## config.mk

```make
export PLATFORM = sky130hd
export DESIGN_NAME = arb_wrr_burst
export DESIGN_NICKNAME = d
export VERILOG_FILES = /design/src/rtl/arb_pkg.sv /design/src/rtl/rr_pick.sv /design/src/rtl/arb_wrr_burst.sv
export SDC_FILE = /design/constraint.sdc
export NUM_CORES = 1
export LEC_CHECK = 0
export CORE_UTILIZATION = 30
export DETAILED_ROUTE_END_ITERATION = 12
export GPL_ROUTABILITY_DRIVEN = 0
export PLACE_DENSITY = 0.61
export SLEW_MARGIN = 20
export SYNTH_ARGS = -nofsm -noshare
export SYNTH_HDL_FRONTEND = slang
export SYNTH_HIERARCHICAL = 1
export SYNTH_SLANG_ARGS = --single-unit
```

## constraint.sdc

```tcl
create_clock -name clk_i -period 3.7 [get_ports clk_i]
set_input_delay 0.74 -clock clk_i [delete_from_list [all_inputs] [get_ports clk_i]]
set_output_delay 0.74 -clock clk_i [all_outputs]
set_load 0.01 [all_outputs]
```

## src/rtl/arb_pkg.sv

```systemverilog
// Shared types and helpers for the weighted round-robin burst arbiter.
package arb_pkg;

    typedef enum logic {IDLE, BUSY} arb_state_e;

    localparam int ARB_NUM_REQ  = 4;
    localparam int ARB_WEIGHT_W = 4;
    localparam int ID_W         = $clog2(ARB_NUM_REQ);

    // OR-reduce the set bit positions; exact for one-hot inputs.
    function automatic logic [31:0] onehot_to_id(input logic [31:0] oh);
        logic [31:0] id;
        id = '0;
        for (int i = 0; i < 32; i++) begin
            if (oh[i]) begin
                id = id | 32'(i);
            end
        end
        return id;
    endfunction

endpackage

```

## src/rtl/rr_pick.sv

```systemverilog
// Round-robin pick: rotate eligible so last_id+1 sits at bit 0,
// priority-encode the lowest set bit, then rotate the index back.
module rr_pick #(
    parameter  int N   = 4,
    localparam int IDW = $clog2(N)
) (
    input  logic [N-1:0]   eligible,
    input  logic [IDW-1:0] last_id,
    output logic           found,
    output logic [IDW-1:0] winner_id
);

    logic [N-1:0]   rot;
    logic [IDW-1:0] idx;
    int             start;
    int             k;

    always_comb begin
        rot       = '0;
        idx       = '0;
        k         = 0;
        start     = (int'(last_id) + 1) % N;
        for (int i = 0; i < N; i++) begin
            idx    = IDW'((start + i) % N);
            rot[i] = eligible[idx];
        end
        for (int i = N - 1; i >= 0; i--) begin
            if (rot[i]) begin
                k = i;
            end
        end
        found     = |rot;
        winner_id = IDW'((start + k) % N);
    end

endmodule

```

## src/rtl/arb_wrr_burst.sv

```systemverilog
// Weighted round-robin burst arbiter: the owner keeps the grant for up
// to weight[owner] accepted beats, then ownership rotates without a bubble.
module arb_wrr_burst
    import arb_pkg::*;
#(
    parameter  int NUM_REQUESTERS = ARB_NUM_REQ,
    parameter  int WEIGHT_WIDTH   = ARB_WEIGHT_W,
    localparam int IDW            = $clog2(NUM_REQUESTERS)
) (
    input  logic                      clk_i,
    input  logic                      reset_i,
    input  logic [NUM_REQUESTERS-1:0] reqs_i,
    input  logic                      cfg_v_i,
    input  logic [IDW-1:0]            cfg_id_i,
    input  logic [WEIGHT_WIDTH-1:0]   cfg_weight_i,
    input  logic                      yumi_i,
    output logic                      v_o,
    output logic [NUM_REQUESTERS-1:0] grants_o,
    output logic [IDW-1:0]            grant_id_o
);

    arb_state_e                state_r, state_n;
    logic [IDW-1:0]            owner_r, owner_n;
    logic [IDW-1:0]            last_r, last_n;
    logic [WEIGHT_WIDTH-1:0]   count_r, count_n;
    logic [WEIGHT_WIDTH-1:0]   weight_r [NUM_REQUESTERS];
    logic [NUM_REQUESTERS-1:0] eligible;
    logic                      found;
    logic [IDW-1:0]            winner;
    logic                      release_w;

    always_comb begin
        eligible = '0;
        for (int i = 0; i < NUM_REQUESTERS; i++) begin
            eligible[i] = reqs_i[i] && (weight_r[i] != '0);
        end
    end

    // Scanning from last_r+1 puts the current owner last, so it only
    // wins again when it is the sole eligible requester.
    rr_pick #(.N(NUM_REQUESTERS)) u_pick (
        .eligible  (eligible),
        .last_id   (last_r),
        .found     (found),
        .winner_id (winner)
    );

    always_ff @(posedge clk_i or posedge reset_i) begin
        if (reset_i) begin
            state_r <= IDLE;
            owner_r <= '0;
            last_r  <= IDW'(NUM_REQUESTERS - 1);
            count_r <= '0;
        end else begin
            state_r <= state_n;
            owner_r <= owner_n;
            last_r  <= last_n;
            count_r <= count_n;
        end
    end

    always_comb begin
        state_n   = state_r;
        owner_n   = owner_r;
        last_n    = last_r;
        count_n   = count_r;
        release_w = 1'b0;
        unique case (state_r)
            IDLE: begin
                if (found) begin
                    state_n = BUSY;
                    owner_n = winner;
                    last_n  = winner;
                    count_n = weight_r[winner];
                end
            end
            BUSY: begin
                release_w = (yumi_i && count_r == WEIGHT_WIDTH'(1))
                          || !reqs_i[owner_r];
                if (yumi_i) begin
                    count_n = count_r - WEIGHT_WIDTH'(1);
                end
                if (release_w) begin
                    if (found) begin
                        owner_n = winner;
                        last_n  = winner;
                        count_n = weight_r[winner];
                    end else begin
                        state_n = IDLE;
                    end
                end
            end
            default: state_n = IDLE;
        endcase
    end

    always_comb begin
        v_o      = (state_r == BUSY);
        grants_o = '0;
        if (v_o) begin
            grants_o[owner_r] = 1'b1;
        end
        grant_id_o = IDW'(onehot_to_id(32'(grants_o)));
    end

    // Writes land at the edge, so a same-cycle selection sees the old weight.
    always_ff @(posedge clk_i or posedge reset_i) begin
        if (reset_i) begin
            for (int i = 0; i < NUM_REQUESTERS; i++) begin
                weight_r[i] <= WEIGHT_WIDTH'(1);
            end
        end else if (cfg_v_i) begin
            for (int i = 0; i < NUM_REQUESTERS; i++) begin
                if (cfg_id_i == IDW'(i)) begin
                    weight_r[i] <= cfg_weight_i;
                end
            end
        end
    end

endmodule

```

Word level (Yosys, flattened, before mapping)
Index checks and enable logic that the tools add are counted.
W data, S select, Z words.

storage, ports and cells
  logic and storage cells = 84
  memory bits (read-only) = 0
  bits in latches = 0
  input port bits = 14
  register bits after elaboration = 25
  bits in writable memories = 0
  memories = 0

operators by class
  $lt $le $gt $ge = 7
  reductions and logical operators = 18
  bitwise gates (word level) = 2
  multiplexer cells = 37
  multipliers = 0
  divide/modulo/power cells = 0
  equality and inequality tests = 6
  shift-type cells = 0
  add/sub/neg operators = 6

operator list
  operator               count
  $mux W4                7
  $mux W2                10
  $reduce_bool A4 Y1     4
  $lt A2 B3 Y1 const B   5
  $bmux W1 S2            5
  $mux W1                9
  $bmux W4 S2            1
  $pmux W2 S2            2
  $pmux W4 S2            1
  $reduce_and A2 Y1      4
  $logic_and A1 B1 Y1    6
  $add A2 B1 Y2 const B  2
  $add A2 B2 Y2 const B  2
  $eq A2 B2 Y1 const B   2
  $eq A4 B1 Y1 const B   1
  $reduce_or A4 Y1       1
  $sub A4 B1 Y4 const B  1
  $ge A3 B3 Y1 const B   1
  $not A2 Y3             1
  $add A2 B2 Y2          1
  $demux W1 S2           1
  $eq A2 B1 Y1 const B   1
  $ge A2 B1 Y1 const B   1
  $logic_not A2 Y1       1
  other kinds (6)        6

Longest topological paths before layout
Gate-level depths: netlist (run 1).

  word-level depth = 16
  gate-level depth with buffers = 11
  gate-level depth less buffers = 11

Modules after synthesis
Netlist (run 1), hierarchy kept.

by module, submodules not included
  module         area an instance (um^2)  times used  cells each
  arb_wrr_burst  1351.3                   1           94
  rr_pick        192.7                    1           25

Worst setup path before layout (run 1)
Ideal clock, no wire load.

  kind = input -> register
  start = input port reqs_i[1]
  end = register count_r[0]
  slack = 436 ps
  setup time = 123 ps
  stages on the path = 11
  data arrival time = 3141 ps
  buffers on the path = 0
  cells stage by stage = o41a_1 > nor2b_1 > a21oi_1 > o22ai_1 > o21a_1 > ha_1 > xnor2_1 > xnor2_1 > xnor2_1 > mux4_2 > o221a_1

between the ends
  word-level cells in the longest chain between the ends = 15
  elaborated cells between the ends (all ways) = 28

RTL lines
  item                                             RTL line                                  text
  start, declared                                  arb_wrr_burst.sv:12                       input logic [NUM_REQUESTERS-1:0] reqs_i,
  $logic_and A1 B1 Y1 (*)                          arb_wrr_burst.sv:35                       eligible[i] = reqs_i[i] && (weight_r[i] != '0);
  $bmux W1 S2                                      rr_pick.sv:25                             rot[i] = eligible[idx];
  $mux W1 (implied by the code)                    rr_pick.sv:25
  $mux W2 (3 in series)                            rr_pick.sv:28                             if (rot[i]) begin
  $mux W2 (*)                                      rr_pick.sv:28
  $add A2 B2 Y2 (*)                                rr_pick.sv:33                             winner_id = IDW'((start + k) % N);
  named net winner[1]                              arb_wrr_burst.sv:29                       logic [IDW-1:0] winner;
  $not A2 Y3 (implied by the code) (*)             arb_wrr_burst.sv:74, arb_wrr_burst.sv:87
  $bmux W4 S2 (*)                                  arb_wrr_burst.sv:74, arb_wrr_burst.sv:87
  $mux W4 (implied by the code) (*) (2 in series)  arb_wrr_burst.sv:74, arb_wrr_burst.sv:87
  $mux W4                                          arb_wrr_burst.sv:84                       if (found) begin
  $mux W4                                          arb_wrr_burst.sv:83                       if (release_w) begin
  $pmux W4 S2 (*)                                  arb_wrr_burst.sv:68                       unique case (state_r)
  end signal, assigned                             arb_wrr_burst.sv:58                       count_r <= count_n;
  end, declared                                    arb_wrr_burst.sv:25                       logic [WEIGHT_WIDTH-1:0] count_r, count_n;

The timed path passes the listed nets; every way through them passes the cells marked *. The select of a mux whose other input is x is not followed.
A chain may end at the register's enable or synchronous reset.

Final worst setup path (run 1)
  start = input port reqs_i[2]
  end = register count_r[0]

between the ends
  word-level cells in the longest chain between the ends = 15
  elaborated cells between the ends (all ways) = 28

RTL lines
  item                                             RTL line                                  text
  $logic_and A1 B1 Y1 (*)                          arb_wrr_burst.sv:35
  named net eligible[2]                            arb_wrr_burst.sv:27                       logic [NUM_REQUESTERS-1:0] eligible;
  $bmux W1 S2                                      rr_pick.sv:25
  $mux W1 (implied by the code)                    rr_pick.sv:25
  $mux W2 (3 in series)                            rr_pick.sv:28
  $mux W2 (*)                                      rr_pick.sv:28
  $add A2 B2 Y2 (*)                                rr_pick.sv:33
  named net winner[1]                              arb_wrr_burst.sv:29
  $not A2 Y3 (implied by the code) (*)             arb_wrr_burst.sv:74, arb_wrr_burst.sv:87
  $bmux W4 S2 (*)                                  arb_wrr_burst.sv:74, arb_wrr_burst.sv:87
  $mux W4 (implied by the code) (*) (2 in series)  arb_wrr_burst.sv:74, arb_wrr_burst.sv:87
  $mux W4                                          arb_wrr_burst.sv:84
  $mux W4                                          arb_wrr_burst.sv:83
  $pmux W4 S2 (*)                                  arb_wrr_burst.sv:68

Marked as above.

==> flow_metrics.tcl, run 1 <==
set metrics [dict create \
    dieArea_sq_mm 0.00544 \
    cp-end-kind "register" \
    worstSkewPairLatency_ps 260 \
    floorplan.die.height_um 73.7 \
    syn-instance-count 119 \
    synth_cell_types 42 \
    crit_path_time_final_ps 3430 \
    core_region_area_sq_mm 0.00485 \
    synth_seq_area_share_pct 41.0 \
    holdCritPathClass "reg -> reg" \
    setup_viol_count_final 0 \
    cts.clk_slew.worst_paths_ps 80 \
    final_core_utilization_pct 39.8 \
    syn-cell-area_sq_mm 0.00154 \
    synth.avg_cell_area_sq_um 13.0 \
    timing_worst_setup_path_type "in -> reg" \
    drc 0 \
    peak_vdd_ir_mv 0.307 \
    design.portCount 21 \
    route.final.wire_length_um 3230 \
    synth-seq-cells 25 \
    initialDrtViolationCount 21 \
    commonest_non_fill_non_tap_cells_in_the_layout "sky130_fd_sc_hd__clkdlybuf4s50_1 (20), sky130_fd_sc_hd__dfrtp_1 (19), sky130_fd_sc_hd__mux2_2 (16)" \
    outcome "finished clean" \
    synth_area_leader_cell "sky130_fd_sc_hd__dfrtp_1" \
    via_count 1088 \
    synth_top_cell_area_share_pct 30.8 \
    max_cap_viol_count 0 \
    grt_pass1_wl_um 5240 \
    worstMarginPinSlew_ps 911 \
    cp_top_family "compound AO/OA/AOI/OAI gates" \
    globalRouteOverflowTotal 0 \
    clock_root_cell "sky130_fd_sc_hd__clkbuf_8" \
    ctsHtreeMaxLevel 1 \
    critical_path.startpoint_type "primary input" \
    cp_max_fo 5 \
    dominantRegCellSynth "sky130_fd_sc_hd__dfrtp_1" \
    post_route_cells_drive_above_1_share_pct 38.3 \
    drv_slew 0 \
    antenna_violations_before_repair 0 \
    cp_data_required_time_ps 3850 \
    max_clock_freq_ghz 0.291 \
    placedCellCount 212 \
    critical-path-max-stage-delay_ps 550 \
    min_period_over_period_pct 92.8 \
    slowest_stage "sky130_fd_sc_hd__mux4_2" \
    viasPerCell 5.04 \
    synth.net_count 136 \
    cts-buffers-inserted 3 \
    crit_arrival_ps 3590 \
    cts.sinks 25 \
    ys_warn_count 6 \
    yosys-top-cells-area "sky130_fd_sc_hd__dfrtp_1 (31%), sky130_fd_sc_hd__mux2_2 (12%), sky130_fd_sc_hd__dfstp_2 (10%)" \
    nets 167 \
    layout_commonest_cell "sky130_fd_sc_hd__clkdlybuf4s50_1" \
    holdBufCountCts 0 \
    cts_max_path_buffers 2 \
    filler_cell_count 466 \
    path_buf_inv 1 \
    grt_max_degree 26 \
    dieWidth_um 73.7 \
    initial_utilization_pct 31.8 \
    grt.total_usage_pct 12.7 \
    hold_viol_final 0 \
    grt_pass1_vias 1064 \
    detail_route.first_pass.iterations 4 \
    total_leakage_power_nw 0.792 \
    timing.critical_path.mode_cell "sky130_fd_sc_hd__xnor2_1" \
    regToRegSetupSlack_ps 510 \
    crit_chain "clkdlybuf4s50_1 > o41a_1 > nor2b_1 > a21oi_1 > o22ai_1 > o21a_1 > ha_1 > xnor2_1 > xnor2_1 > xnor2_2 > mux4_2 > o221a_1" \
    placement_rows 25 \
    route.detailed.wl_per_inst_um 14.9 \
    synth_edf_count 0 \
    fin_setup_tns_ps 0 \
    port-buffer-count 20 \
    postPlaceCellArea_sq_mm 0.00188 \
    area_growth_synth_to_finish_pct 25.0 \
    synth_async_sr_flop_share_pct 100 \
    route.antenna.remaining_nets 0 \
    power_density_mw_per_mm2 834 \
    final_skew_ps 2.13 \
    slew_headroom_pct 39.2 \
    setup_repair_after_global_routing_missed_its_margin "no" \
    antenna-diode-count 0 \
    cts_tree "done" \
    post_dp_hpwl_um 2610 \
    layout.cell_area.non_filler_sq_mm 0.00193 \
    final-instance-count-excl-fill 216 \
    worst_hold_slack_ps 556 \
]
==> final cells by class <==
type,instances,area [sq um],share of cell area (%)
inverter,7,26.3,1.36
clock inverter,1,5.00,0.259
tap,67,83.8,4.34
clock buffer,3,41.3,2.14
timing repair buffer,27,253,13.1
sequential,25,633,32.8
multi-input combinational,86,888,46.0
==> routing by layer <==
metal | wire length [um] | track usage (%) | vias up
met3 | 136 | 3.02 | 2
met4 | 20 | 2.14 | 0
met1 | 1510 | 17.1 | 541
li1 | - | - | 512
met5 | 0 | 0 | -
met2 | 1560 | 21.1 | 33
==> worst paths after layout <==
check / start / to / cells past startpoint
min in group asynchronous: reset_i / weight_r[3] / 2
setup / recovery: reqs_i[2] / count_r[0] / 12
setup reg to reg: weight_r[6] / count_r[0] / 11
hold / removal: weight_r[14] / weight_r[14] / 1
max in group asynchronous: reset_i / weight_r[15] / 2
hold reg to reg: weight_r[14] / weight_r[14] / 1
==> metrics by stage <==
step	setup slack (ps)	power (mW)
after floorplan	436	1.18
after global placement	-46.2	1.41
after detailed placement	-162	1.45
after CTS	124	1.61
after global routing	91.6	1.72
final	266	1.61
==> state kept, by name, summed over array words and instances, names as in the netlist <==
signal	cells
owner_r	2
v_o	1
weight_r	16
count_r	4
last_r	2
==> power by group <==
part / switching, mW / internal [mW] / total (mW)
Clock: 0.0795 / 0.0751 / 0.155
Combinational: 0.364 / 0.611 / 0.975
Sequential: 0.103 / 0.378 / 0.480
==> logic make-up (layout without fill, tap and decap cells) <==
logic type	after synthesis	after routing	share of synthesized area, %
simple gates	31	31	14.9
mux	29	29	26.4
flops	25	25	41.0
compound gates	18	18	10.5
buf+inv	8	38	1.94
xor+xnor	5	5	2.84
fa+ha+maj	3	3	2.43
==> Yosys cell counts, types with 2 or more instances <==
cell	count
sky130_fd_sc_hd__nor3_1	2
sky130_fd_sc_hd__xnor2_1	4
sky130_fd_sc_hd__nor3b_1	2
sky130_fd_sc_hd__inv_1	7
sky130_fd_sc_hd__nand3b_1	2
sky130_fd_sc_hd__mux2_4	7
sky130_fd_sc_hd__nand3_2	2
sky130_fd_sc_hd__nand2b_1	2
sky130_fd_sc_hd__nor2_1	2
sky130_fd_sc_hd__o41a_1	4
sky130_fd_sc_hd__dfrtp_1	19
sky130_fd_sc_hd__nor2b_1	2
sky130_fd_sc_hd__mux2_2	16
sky130_fd_sc_hd__mux4_2	5
sky130_fd_sc_hd__a21oi_1	3
sky130_fd_sc_hd__ha_1	3
sky130_fd_sc_hd__dfstp_2	6
sky130_fd_sc_hd__a2bb2oi_1	3
sky130_fd_sc_hd__nand2_1	3
sky130_fd_sc_hd__nand3_1	3
==> timing repair <==
item,CTS,global route
endpoints found under the setup margin,0,4
setup buffers,0,0
gates resized for setup,0,1
No activity file was read; power rests on OpenSTA's default activity.
==> run 2, diff against run 1 <==
Settings changed: CTS_BUF_LIST set to sky130_fd_sc_hd__clkbuf_16.
Clock period 3.7 ns to 3.6 ns, I/O delays scaled along.
==> run 2 against run 1 <==
Routed wire length increased by 2.4%. Sequential power is 3% higher. Clock power up 58%. Final cell count increased by 0.93%. First-iteration DRC count increased by 48%. Utilization increased by 1.2 points. Combinational power rose by 8%. Total power increased by 11%. Flip-flop and latch count did not move. Via count is 0.64% higher. Critical path type unchanged. Critical endpoint unchanged. Largest cell class unchanged.
==> flow_metrics.tcl, run 2 (synthesized netlist as in run 1, its figures left out) <==
set metrics [dict create \
    outcome "finished clean" \
    slew_headroom_pct 39.4 \
    crit_path_time_final_ps 3450 \
    route.antenna.remaining_nets 0 \
    clock_root_cell "sky130_fd_sc_hd__clkbuf_16" \
    hold_viol_final 0 \
    cts.clk_slew.worst_paths_ps 60 \
    cts_tree "done" \
    largest_reg_flops 16 \
    route.detailed.wl_per_inst_um 15.1 \
    initialDrtViolationCount 31 \
    worst-r2r-cell-count 11 \
    drc 0 \
    fin_ws_ps 150 \
    cts.sinks 25 \
    worstReg2RegStart "weight_r[6]" \
    design.portCount 21 \
    area_growth_synth_to_finish_pct 28.9 \
    floorplan.die.height_um 73.7 \
    antenna_violations_before_repair 0 \
    worstHoldStart "weight_r[9]" \
    critical_path.startpoint_type "primary input" \
    regToRegSetupSlack_ps 390 \
    worstReg2RegEnd "count_r[0]" \
    worstMarginPinSlew_ps 908 \
    detail_route.first_pass.iterations 4 \
    final_core_utilization_pct 41.1 \
    placedCellCount 213 \
    top_regs "weight_r (16), count_r (4)" \
    core_region_area_sq_mm 0.00485 \
    post_route_cells_drive_above_1_share_pct 40.4 \
    timing_worst_setup_path_type "in -> reg" \
    power_density_mw_per_mm2 898 \
    min_period_over_period_pct 95.8 \
    worstSkewPairLatency_ps 260 \
    total_power_mw 1.79 \
    dieArea_sq_mm 0.00544 \
    viasPerCell 5.02 \
    peak_vdd_ir_mv 0.345 \
    placement_rows 25 \
    cp_max_fo 4 \
    dieWidth_um 73.7 \
    setup_repair_after_global_routing_missed_its_margin "no" \
    final-instance-count-excl-fill 218 \
    cts_max_path_buffers 2 \
    grt.total_usage_pct 13.7 \
    post_dp_hpwl_um 2600 \
    layout_commonest_cell "sky130_fd_sc_hd__clkdlybuf4s50_1" \
    route.final.wire_length_um 3300 \
    cp-end-kind "register" \
    cp_data_required_time_ps 3750 \
    cts-buffers-inserted 3 \
    max_clock_freq_ghz 0.290 \
    holdCritPathClass "reg -> reg" \
    final_skew_ps 1.59 \
    globalRouteOverflowTotal 0 \
    ctsHtreeMaxLevel 1 \
    setup_viol_count_final 0 \
    drv_slew 0 \
    min_delay_worst_endpoint "weight_r[9]" \
    port-buffer-count 20 \
    commonest_non_fill_non_tap_cells_in_the_layout "sky130_fd_sc_hd__clkdlybuf4s50_1 (20), sky130_fd_sc_hd__dfrtp_1 (19), sky130_fd_sc_hd__mux2_2 (16)" \
    grt_pass1_vias 1138 \
    worst_hold_path.num_cells 1 \
    total_leakage_power_nw 0.822 \
    max_cap_viol_count 0 \
    grt_pass1_wl_um 5640 \
    via_count 1095 \
    nets 169 \
    timing.critical_path.from "reqs_i[1]" \
    crit_arrival_ps 3600 \
    worst_hold_slack_ps 552 \
    grt_max_degree 26 \
    antenna-diode-count 0 \
    max_flop_register "weight_r" \
    place_ws_ps -193 \
    initial_utilization_pct 31.8 \
]
==> run 2: changes by cell type in the layout (fill, tap and decap cells not counted) <==
cell,before,now
sky130_fd_sc_hd__clkbuf_16,0,3
sky130_fd_sc_hd__clkbuf_8,3,0
sky130_fd_sc_hd__buf_4,7,9
sky130_fd_sc_hd__a21oi_1,3,2
sky130_fd_sc_hd__a21oi_2,0,1
sky130_fd_sc_hd__xnor2_1,3,2
sky130_fd_sc_hd__xnor2_2,1,2
==> run 2: area by class of cell <==
cell class | instances | area [sq um]
repair buffers | 29 | 268
well taps | 67 | 83.8
inverters | 7 | 26.3
fillers | 463 | 2860
multi-input cells | 86 | 900
clock buffers | 3 | 75.1
clock inverters | 1 | 5.00
flip-flops and latches | 25 | 633
==> run 2: through the flow <==
| step | setup TNS, ps | area (sq um) |
|---|---|---|
| 6_report | 0 | 1990 |
| 5_1_grt | 0 | 1990 |
| 4_1_cts | 0 | 1960 |
| 3_5_place_dp | -590 | 1880 |
| 3_3_place_gp | -247 | 1880 |
| 2_1_floorplan | 0 | 1540 |
==> run 2: timing repair <==
item                                    CTS  global route
hold buffers                              0             0
hold endpoints to repair                  0             0
endpoints found under the setup margin    0             4
resized for setup                         0             3
buffers inserted                          0             1
==> run 2: worst max-delay path: stages <==
cell and delay, ps:
sky130_fd_sc_hd__clkdlybuf4s50_1 500, sky130_fd_sc_hd__o41a_1 260, sky130_fd_sc_hd__nand2b_1 100, sky130_fd_sc_hd__a21oi_2 150, sky130_fd_sc_hd__o22ai_1 90, sky130_fd_sc_hd__o21a_1 180, sky130_fd_sc_hd__ha_1 200, sky130_fd_sc_hd__xnor2_2 150
sky130_fd_sc_hd__xnor2_1 160, sky130_fd_sc_hd__xnor2_2 290, sky130_fd_sc_hd__mux4_2 550, sky130_fd_sc_hd__o221a_1 230
==> run 2: how the worst max path moves through the flow <==
stage,endpoint,depth (start not counted)
2_1_floorplan,count_r[0],11
3_3_place_gp,count_r[0],12
3_5_place_dp,count_r[0],12
4_1_cts,count_r[0],12
5_1_grt,count_r[0],12
6_report,count_r[0],12
==> run 2: report_power, final <==
part | leakage [nW] | switching, mW | internal, mW
Combinational | 0.496 | 0.380 | 0.666
Sequential | 0.285 | 0.107 | 0.389
Clock | 0.0409 | 0.0955 | 0.150
==> run 2: per-layer routing <==
metal	GRT usage (%)	share of wire, %	wire length (um)
met1	17.2	45	1480
met2	24.0	50	1650
met3	2.47	4.1	134
met4	3.63	1.2	40
met5	0	0	0
